===== config.mk =====
export PLATFORM = sky130hd
export DESIGN_NAME = mcp_resp_send
export DESIGN_NICKNAME = d
export VERILOG_FILES = /design/src/rtl/mcp_resp_send.sv
export SDC_FILE = /design/constraint.sdc
export NUM_CORES = 1
export LEC_CHECK = 0
export CORE_ASPECT_RATIO = 1.25
export CORE_UTILIZATION = 50
export DETAILED_ROUTE_END_ITERATION = 12
export PLACE_DENSITY_LB_ADDON = 0.1
export SETUP_SLACK_MARGIN = 0.05
export SYNTH_ARGS = -nofsm -noshare
export SYNTH_HDL_FRONTEND = slang
export SYNTH_SLANG_ARGS = --single-unit

===== constraint.sdc =====
create_clock -name bclk -period 3.66 [get_ports bclk]
set_clock_uncertainty 0.15 [all_clocks]
set_input_delay 0.549 -clock bclk [delete_from_list [all_inputs] [get_ports bclk]]
set_output_delay 0.549 -clock bclk [all_outputs]
set_load 0.05 [all_outputs]

===== src/rtl/mcp_resp_send.sv =====
// Transmit side of the b->a MCP toggle handshake: queues b-side response words and launches each one
// with an r_en toggle. The a_ack toggle completes the transfer. Optional ack watchdog: MCP_TIMEOUT_EN.
module mcp_resp_send #(
  parameter int BUS_LEN        = 40,
  parameter int DEPTH          = 2,
  parameter int SYNC_STAGES    = 2,
  parameter int TIMEOUT_CYCLES = 1024
) (
  input  logic               bclk,
  input  logic               brst,
  input  logic [BUS_LEN-1:0] bdatain,
  input  logic               bsend,
  output logic               bready,
  output logic [BUS_LEN-1:0] rdata,
  output logic               r_en,
  input  logic               a_ack,
  output logic               bbusy,
  output logic               berr
);

  localparam int PTR_W = (DEPTH > 1) ? $clog2(DEPTH) : 1;
  localparam int CNT_W = $clog2(DEPTH + 1);
  localparam logic [PTR_W-1:0] PTR_LAST = PTR_W'(DEPTH - 1);
  localparam logic [CNT_W-1:0] CNT_FULL = CNT_W'(DEPTH);

  typedef enum logic [0:0] {
    ST_IDLE     = 1'b0,
    ST_WAIT_ACK = 1'b1
  } state_t;

  state_t                   state_q;
  logic [SYNC_STAGES-1:0]   ack_sync_q;
  logic                     ack_s_q;
  logic                     ack_s_s;
  logic                     ack_p_s;

  logic [BUS_LEN-1:0]       mem_q [DEPTH];
  logic [PTR_W-1:0]         wr_ptr_q, wr_ptr_d;
  logic [PTR_W-1:0]         rd_ptr_q, rd_ptr_d;
  logic [CNT_W-1:0]         count_q, count_d;
  logic                     push_s;
  logic                     pop_s;

  logic [BUS_LEN-1:0]       rdata_q;
  logic                     r_en_q;
  logic                     bbusy_q;

  assign ack_s_s = ack_sync_q[SYNC_STAGES-1];
  assign ack_p_s = ack_s_s ^ ack_s_q;

  assign bready  = (count_q < CNT_FULL);
  assign push_s  = bsend & bready;
  assign pop_s   = (state_q == ST_IDLE) && (count_q != {CNT_W{1'b0}});

  assign rdata   = rdata_q;
  assign r_en    = r_en_q;
  assign bbusy   = bbusy_q;

  // Ack synchroniser chain plus the edge-history flop that turns the toggle into a pulse.
  always_ff @(posedge bclk) begin
    if (brst) begin
      ack_sync_q <= {SYNC_STAGES{1'b0}};
      ack_s_q    <= 1'b0;
    end else begin
      ack_sync_q <= {ack_sync_q[SYNC_STAGES-2:0], a_ack};
      ack_s_q    <= ack_s_s;
    end
  end

  // Queue pointer and occupancy next-state.
  always_comb begin
    wr_ptr_d = wr_ptr_q;
    rd_ptr_d = rd_ptr_q;
    count_d  = count_q;
    if (push_s) begin
      wr_ptr_d = (wr_ptr_q == PTR_LAST) ? {PTR_W{1'b0}} : (wr_ptr_q + PTR_W'(1));
    end else begin
      wr_ptr_d = wr_ptr_q;
    end
    if (pop_s) begin
      rd_ptr_d = (rd_ptr_q == PTR_LAST) ? {PTR_W{1'b0}} : (rd_ptr_q + PTR_W'(1));
    end else begin
      rd_ptr_d = rd_ptr_q;
    end
    case ({push_s, pop_s})
      2'b10:   count_d = count_q + CNT_W'(1);
      2'b01:   count_d = count_q - CNT_W'(1);
      default: count_d = count_q;
    endcase
  end

  // Queue storage and pointer registers.
  always_ff @(posedge bclk) begin
    if (brst) begin
      wr_ptr_q <= {PTR_W{1'b0}};
      rd_ptr_q <= {PTR_W{1'b0}};
      count_q  <= {CNT_W{1'b0}};
      for (int i = 0; i < DEPTH; i++) begin
        mem_q[i] <= {BUS_LEN{1'b0}};
      end
    end else begin
      wr_ptr_q <= wr_ptr_d;
      rd_ptr_q <= rd_ptr_d;
      count_q  <= count_d;
      if (push_s) begin
        mem_q[wr_ptr_q] <= bdatain;
      end
    end
  end

  // Handshake FSM; rdata only moves on a launch so it is stable across the multi-cycle window.
  always_ff @(posedge bclk) begin
    if (brst) begin
      state_q <= ST_IDLE;
      rdata_q <= {BUS_LEN{1'b0}};
      r_en_q  <= 1'b0;
      bbusy_q <= 1'b0;
    end else begin
      case (state_q)
        ST_IDLE: begin
          if (pop_s) begin
            rdata_q <= mem_q[rd_ptr_q];
            r_en_q  <= ~r_en_q;
            bbusy_q <= 1'b1;
            state_q <= ST_WAIT_ACK;
          end
        end
        ST_WAIT_ACK: begin
          if (ack_p_s) begin
            bbusy_q <= 1'b0;
            state_q <= ST_IDLE;
          end
        end
        default: begin
          bbusy_q <= 1'b0;
          state_q <= ST_IDLE;
        end
      endcase
    end
  end

`ifdef MCP_TIMEOUT_EN
  localparam int TO_W = $clog2(TIMEOUT_CYCLES + 1);
  localparam logic [TO_W-1:0] TO_LIM = TO_W'(TIMEOUT_CYCLES);

  logic [TO_W-1:0] wait_cnt_q;
  logic            berr_q;

  // Ack watchdog: flags a missing ack but keeps waiting, so no word is ever dropped.
  always_ff @(posedge bclk) begin
    if (brst) begin
      wait_cnt_q <= {TO_W{1'b0}};
      berr_q     <= 1'b0;
    end else if (pop_s) begin
      wait_cnt_q <= {TO_W{1'b0}};
    end else if (state_q == ST_WAIT_ACK) begin
      if (wait_cnt_q != TO_LIM) begin
        wait_cnt_q <= wait_cnt_q + TO_W'(1);
      end
      if (wait_cnt_q >= (TO_LIM - TO_W'(1))) begin
        berr_q <= 1'b1;
      end
    end
  end

  assign berr = berr_q;
`else
  // Constant 0: the watchdog limit only matters when the counter is built.
  assign berr = (TIMEOUT_CYCLES < 0);
`endif

endmodule


* After elaboration in Yosys (flattened, before gate mapping)
Memory sizes are Yosys's and may differ from the RTL's. A register that Yosys moved wholly into a read port is not among the register bits. Cells that the tools add are included.
Operators by class: add/subtract/negate cells 4, multiply operators 0, div/mod/pow operators 0, $lt $le $gt $ge 1, equal/unequal tests 4, shifts and indexed selects 0, multiplexer cells 17, bitwise operators 4, reduce and logical (&&, ||, !) cells 6
Operators by type and width (number):
- $mux 40 | 1
- $reduce_or 40->1 | 1
- $mux 1 | 13
- $pmux 1 s2 | 2
- $pmux 2 s2 | 1
- $reduce_and 2->1 | 2
- $reduce_bool 2->1 | 2
- $add 1x1->1 const B | 2
- $add 2x1->2 const B | 1
- $eq 2x1->1 const B | 1
- $eq 2x2->1 const B | 1
- $lt 2x2->1 const B | 1
- $ne 2x1->1 const B | 1
- $ne 2x2->1 const B | 1
- $not 1->1 | 2
- $sub 2x1->2 const B | 1
- $and 1x1->1 | 1
- $logic_and 1x1->1 | 1
- $xor 1x1->1 | 1
Storage, ports and cells: flip-flop bits (word level) 10, latch bits 0, RAM bits 80, bits in read-only memories 0, input bits 44, output and inout bits 44, word-level logic and storage cells 45, memories 1
Memory list:
- mem_q | words 2, width 40, rd ports 1, clocked after Yosys merged registers in 1, wr ports 2, line 37 | logic [BUS_LEN-1:0] mem_q [DEPTH];

* Logic depth before layout (Yosys ltp)
depth in word-level cells 7, depth in mapped cells 7, mapped depth without buffers 5

* Least setup slack after synthesis
OpenSTA, ideal clock, no wires.
kind input to register, from input port bsend, to memory mem_q[0][0] (enable), library setup time 446 ps, arrival time 2524 ps, data required time 3064 ps, setup slack 541 ps, stages 2, buffers on the path 0, cell sequence nand2b_4 -> o21bai_1
RTL lines:
- start, declared | line 12 | input logic bsend,
- end, declared | line 37

* Worst setup path after layout
from register count_q[1], to output port bready
On the way: cells in the longest elaborated chain, start to end 1
Ends and longest elaborated chain:
- start, declared | line 40 | logic [CNT_W-1:0] count_q, count_d;
- start signal, assigned | line 97 | count_q <= {CNT_W{1'b0}};
- start signal, assigned | line 104 | count_q <= count_d;
- $lt 2x2->1 | line 51 | assign bready = (count_q < CNT_FULL);
- end, declared | line 13 | output logic bready,
Every way passes these cells.

==> flow_summary_export.csv <==
group,metric,value,unit
status,status,"completed",
placement,dp_hpwl,6.00,mm
sta,setup_violations,0,
clocking,cts_buffers,17,
drt,drc,0,
worst_setup_path,rr_endpoint,"rdata[6]",
worst_setup_path,r2r_slack,1.63,ns
worst_setup_path,crit_fanout,5,
final_layout,finalNetCount,517,
final_layout,diodes,0,
floorplan,dieArea,10900,um^2
clocking,cts_setup_buffers,0,
drt,routed_wl,9.62,mm
final_layout,area_growth,29.7,%
clocking,clk_latency,0.40,ns
global_route,grt_pass1_wl,15.5,mm
sta,fin_crit,2.32,ns
clocking,cts_tree,"yes",
clocking,htree_levels,4,
placement,placed_area,6170,um^2
sta,fin_setup_tns,0,ns
worst_setup_path,worstRegToRegCells,4,
drt,vias,3137,
clocking,cts_root_buffer,"clkbuf_16",
floorplan,io_pins,88,
floorplan,initial_core_util,0.516,
worst_setup_path,worstSetupStartpointType,"flop",
logic_synthesis,synth_top_area_frac,0.459,
logic_synthesis,ys_seq_area_frac,0.650,
global_route,grt_pass1_vias,3198,
clocking,ctsLongestPathBuffers,2,
logic_synthesis,netlist_top_cells_area,"edfxtp_1 46%, dfxtp_1 19%, and2_1 9.6%",
drt,wl_per_cell,15.7,um
placement,place_congestion,0.718,
global_route,grt_max_degree,50,
placement,io_buffer_count,86,
drt,dr.first_iter.drc_count,137,
logic_synthesis,netlist_area,5240,um^2
sta,max_slew_margin,0.534,
logic_synthesis,synthesis.nets,434,
sta,period_share,0.635,
worst_hold_path,hold_class,"flop to flop",
global_route,grt_overflow_total,0,
final_layout,post-route-cell-area,6790,um^2
global_route,antenna_found_initial,0,
worst_setup_path,worstSetupStartpoint,"count_q[1]",
floorplan,num_rows,41,
worst_setup_path,rr_startpoint,"count_q[1]",
power,power_density,939,nW/um^2
drt,drt-vias-per-instance,5.11,
logic_synthesis,synth_warnings,0,
power,irDropWorstVdd,0.000530,V
sta,slew_viol_final,0,
final_layout,post_route_cells_drive_above_1_share,0.134,
clocking,cts_resized,0,
global_route,grt_usage,0.196,
drt,firstDrtPassIters,4,
power,power_leakage,0.00247,uW
floorplan,coreArea,10200,um^2
logic_synthesis,synth_seq_cells,130,
floorplan,die_h,116,um
drt,antenna_left,0,
worst_setup_path,path_class,"flop to output pin",
sta,rsz0062_at_grt,"false",
worst_setup_path,worst_ep_arrival_time,1.62,ns
worst_setup_path,required,2.96,ns
sta,worst_slew_pin_slew,0.697,ns
logic_synthesis,synth_cell_types,32,
worst_setup_path,end_kind,"output pin",
sta,fmax,430,MHz
flow_run,cap_violations,0,
logic_synthesis,syn_avg_cell_area,13.5,um^2
logic_synthesis,synth_top_area_cell,"edfxtp_1",
logic_synthesis,syn_inst,389,
sta,finalHoldViolations,0,
floorplan,die_w,93.6,um
clocking,clk_pin_slew,0.05,ns
worst_setup_path,critPathCapture,"bready",
clocking,hold_buffers,0,
clocking,clock_sinks,130,
-- report_power, final --
part | total (uW) | internal, uW | switching (uW)
registers | 2170 | 1960 | 206
clock network | 1770 | 1200 | 577
logic | 2430 | 885 | 1550
total | 6380 | 4050 | 2330
-- registers in the layout (all words and copies together) (netlist names), 2 cells and up --
signal and flops:
rdata 40, ack_sync_q 2, mem_q 80, count_q 2
-- cells in the final DEF (no fill, tap or decap), types with 10 or more instances in the layout --
cell | netlist | routed
a211oi_1 | 28 | 28
a211oi_2 | 12 | 12
and2_1 | 80 | 80
clkbuf_16 | 0 | 17
clkdlybuf4s50_1 | 0 | 85
dfxtp_1 | 50 | 49
edfxtp_1 | 80 | 80
mux2i_1 | 40 | 40
nor2_1 | 36 | 36
nor2_2 | 10 | 10
-- layer usage --
metal | GRT usage | share of wire | wire, um | up-vias
met3 | 0.0482 | 0.032 | 305 | 16
met2 | 0.343 | 0.52 | 5000 | 67
li1 | - | - | - | 1536
met4 | 0.106 | 0.021 | 206 | 0
met5 | 0 | 0 | 0 | -
met1 | 0.221 | 0.43 | 4110 | 1518
-- worst max-delay path, stage by stage, from the launching register on --
cell	delay, ns
dfxtp_1	0.36
inv_1	0.07
clkdlybuf4s50_1	0.80
-- metrics by stage --
step | worst slack (ns) | instances | hold slack [ns] | total power (uW) | util
floorplan | 0.541 | 389 | 0.264 | 4040 | -
detailed placement | 1.08 | 582 | 0.280 | 4650 | 0.608
finish | 1.34 | 614 | 0.293 | 6380 | 0.669
CTS | 1.31 | 614 | 0.290 | 6440 | 0.669
global placement | 1.08 | 582 | 0.270 | 4610 | 0.608
global route | 1.27 | 614 | 0.307 | 6700 | 0.669
-- cells by family (layout without fill, tap and decap cells) --
logic type | count (synthesis) | count (layout) | share of synthesized area
xor gates and xnor gates | 6 | 6 | 0.0100
AOI/OAI and AO/OA | 46 | 46 | 0.0762
other | 1 | 1 | 0.000716
DFF | 130 | 130 | 0.650
buffers and inverters | 31 | 127 | 0.0373
adders and majority gates | 1 | 1 | 0.00239
and+or+nand+nor | 134 | 134 | 0.147
muxes | 40 | 40 | 0.0764
-- synth_stat cells (all sizes together) --
cell	n
a211oi	40
a21oi	2
and2	80
buf	15
clkbuf	14
conb	1
dfxtp	50
edfxtp	80
ha	1
inv	2
mux2i	40
nand2b	1
nor2	46
nor2b	3
nor3	1
nor3b	1
o21ai	1
o21ba	1
o21bai	1
o22ai	1
or2	1
or3	1
xnor2	4
xor2	2
-- final cells by class --
| cell class | instances | area [um^2] |
|---|---|---|
| Sequential cell | 130 | 3400 |
| Clock inverter | 13 | 190 |
| Clock buffer | 19 | 433 |
| Timing Repair Buffer | 93 | 933 |
| Fill cell | 751 | 3360 |
| Tap cell | 129 | 161 |
| Inverter | 2 | 7.51 |
| Multi-Input combinational cell | 228 | 1660 |
-- worst min-delay path by stage --
stage | startpoint | to | slack [ns] | cells past startpoint
after floorplan | ack_sync_q[0] | ack_sync_q[1] | 0.26 | 1
after global placement | ack_sync_q[0] | ack_sync_q[1] | 0.27 | 1
after detailed placement | ack_sync_q[0] | ack_sync_q[1] | 0.28 | 1
after CTS | ack_sync_q[0] | ack_sync_q[1] | 0.29 | 1
after global routing | ack_sync_q[0] | ack_sync_q[1] | 0.31 | 1
final | ack_sync_q[0] | ack_sync_q[1] | 0.29 | 1
Note: power is estimated with default switching activity, not from simulation.
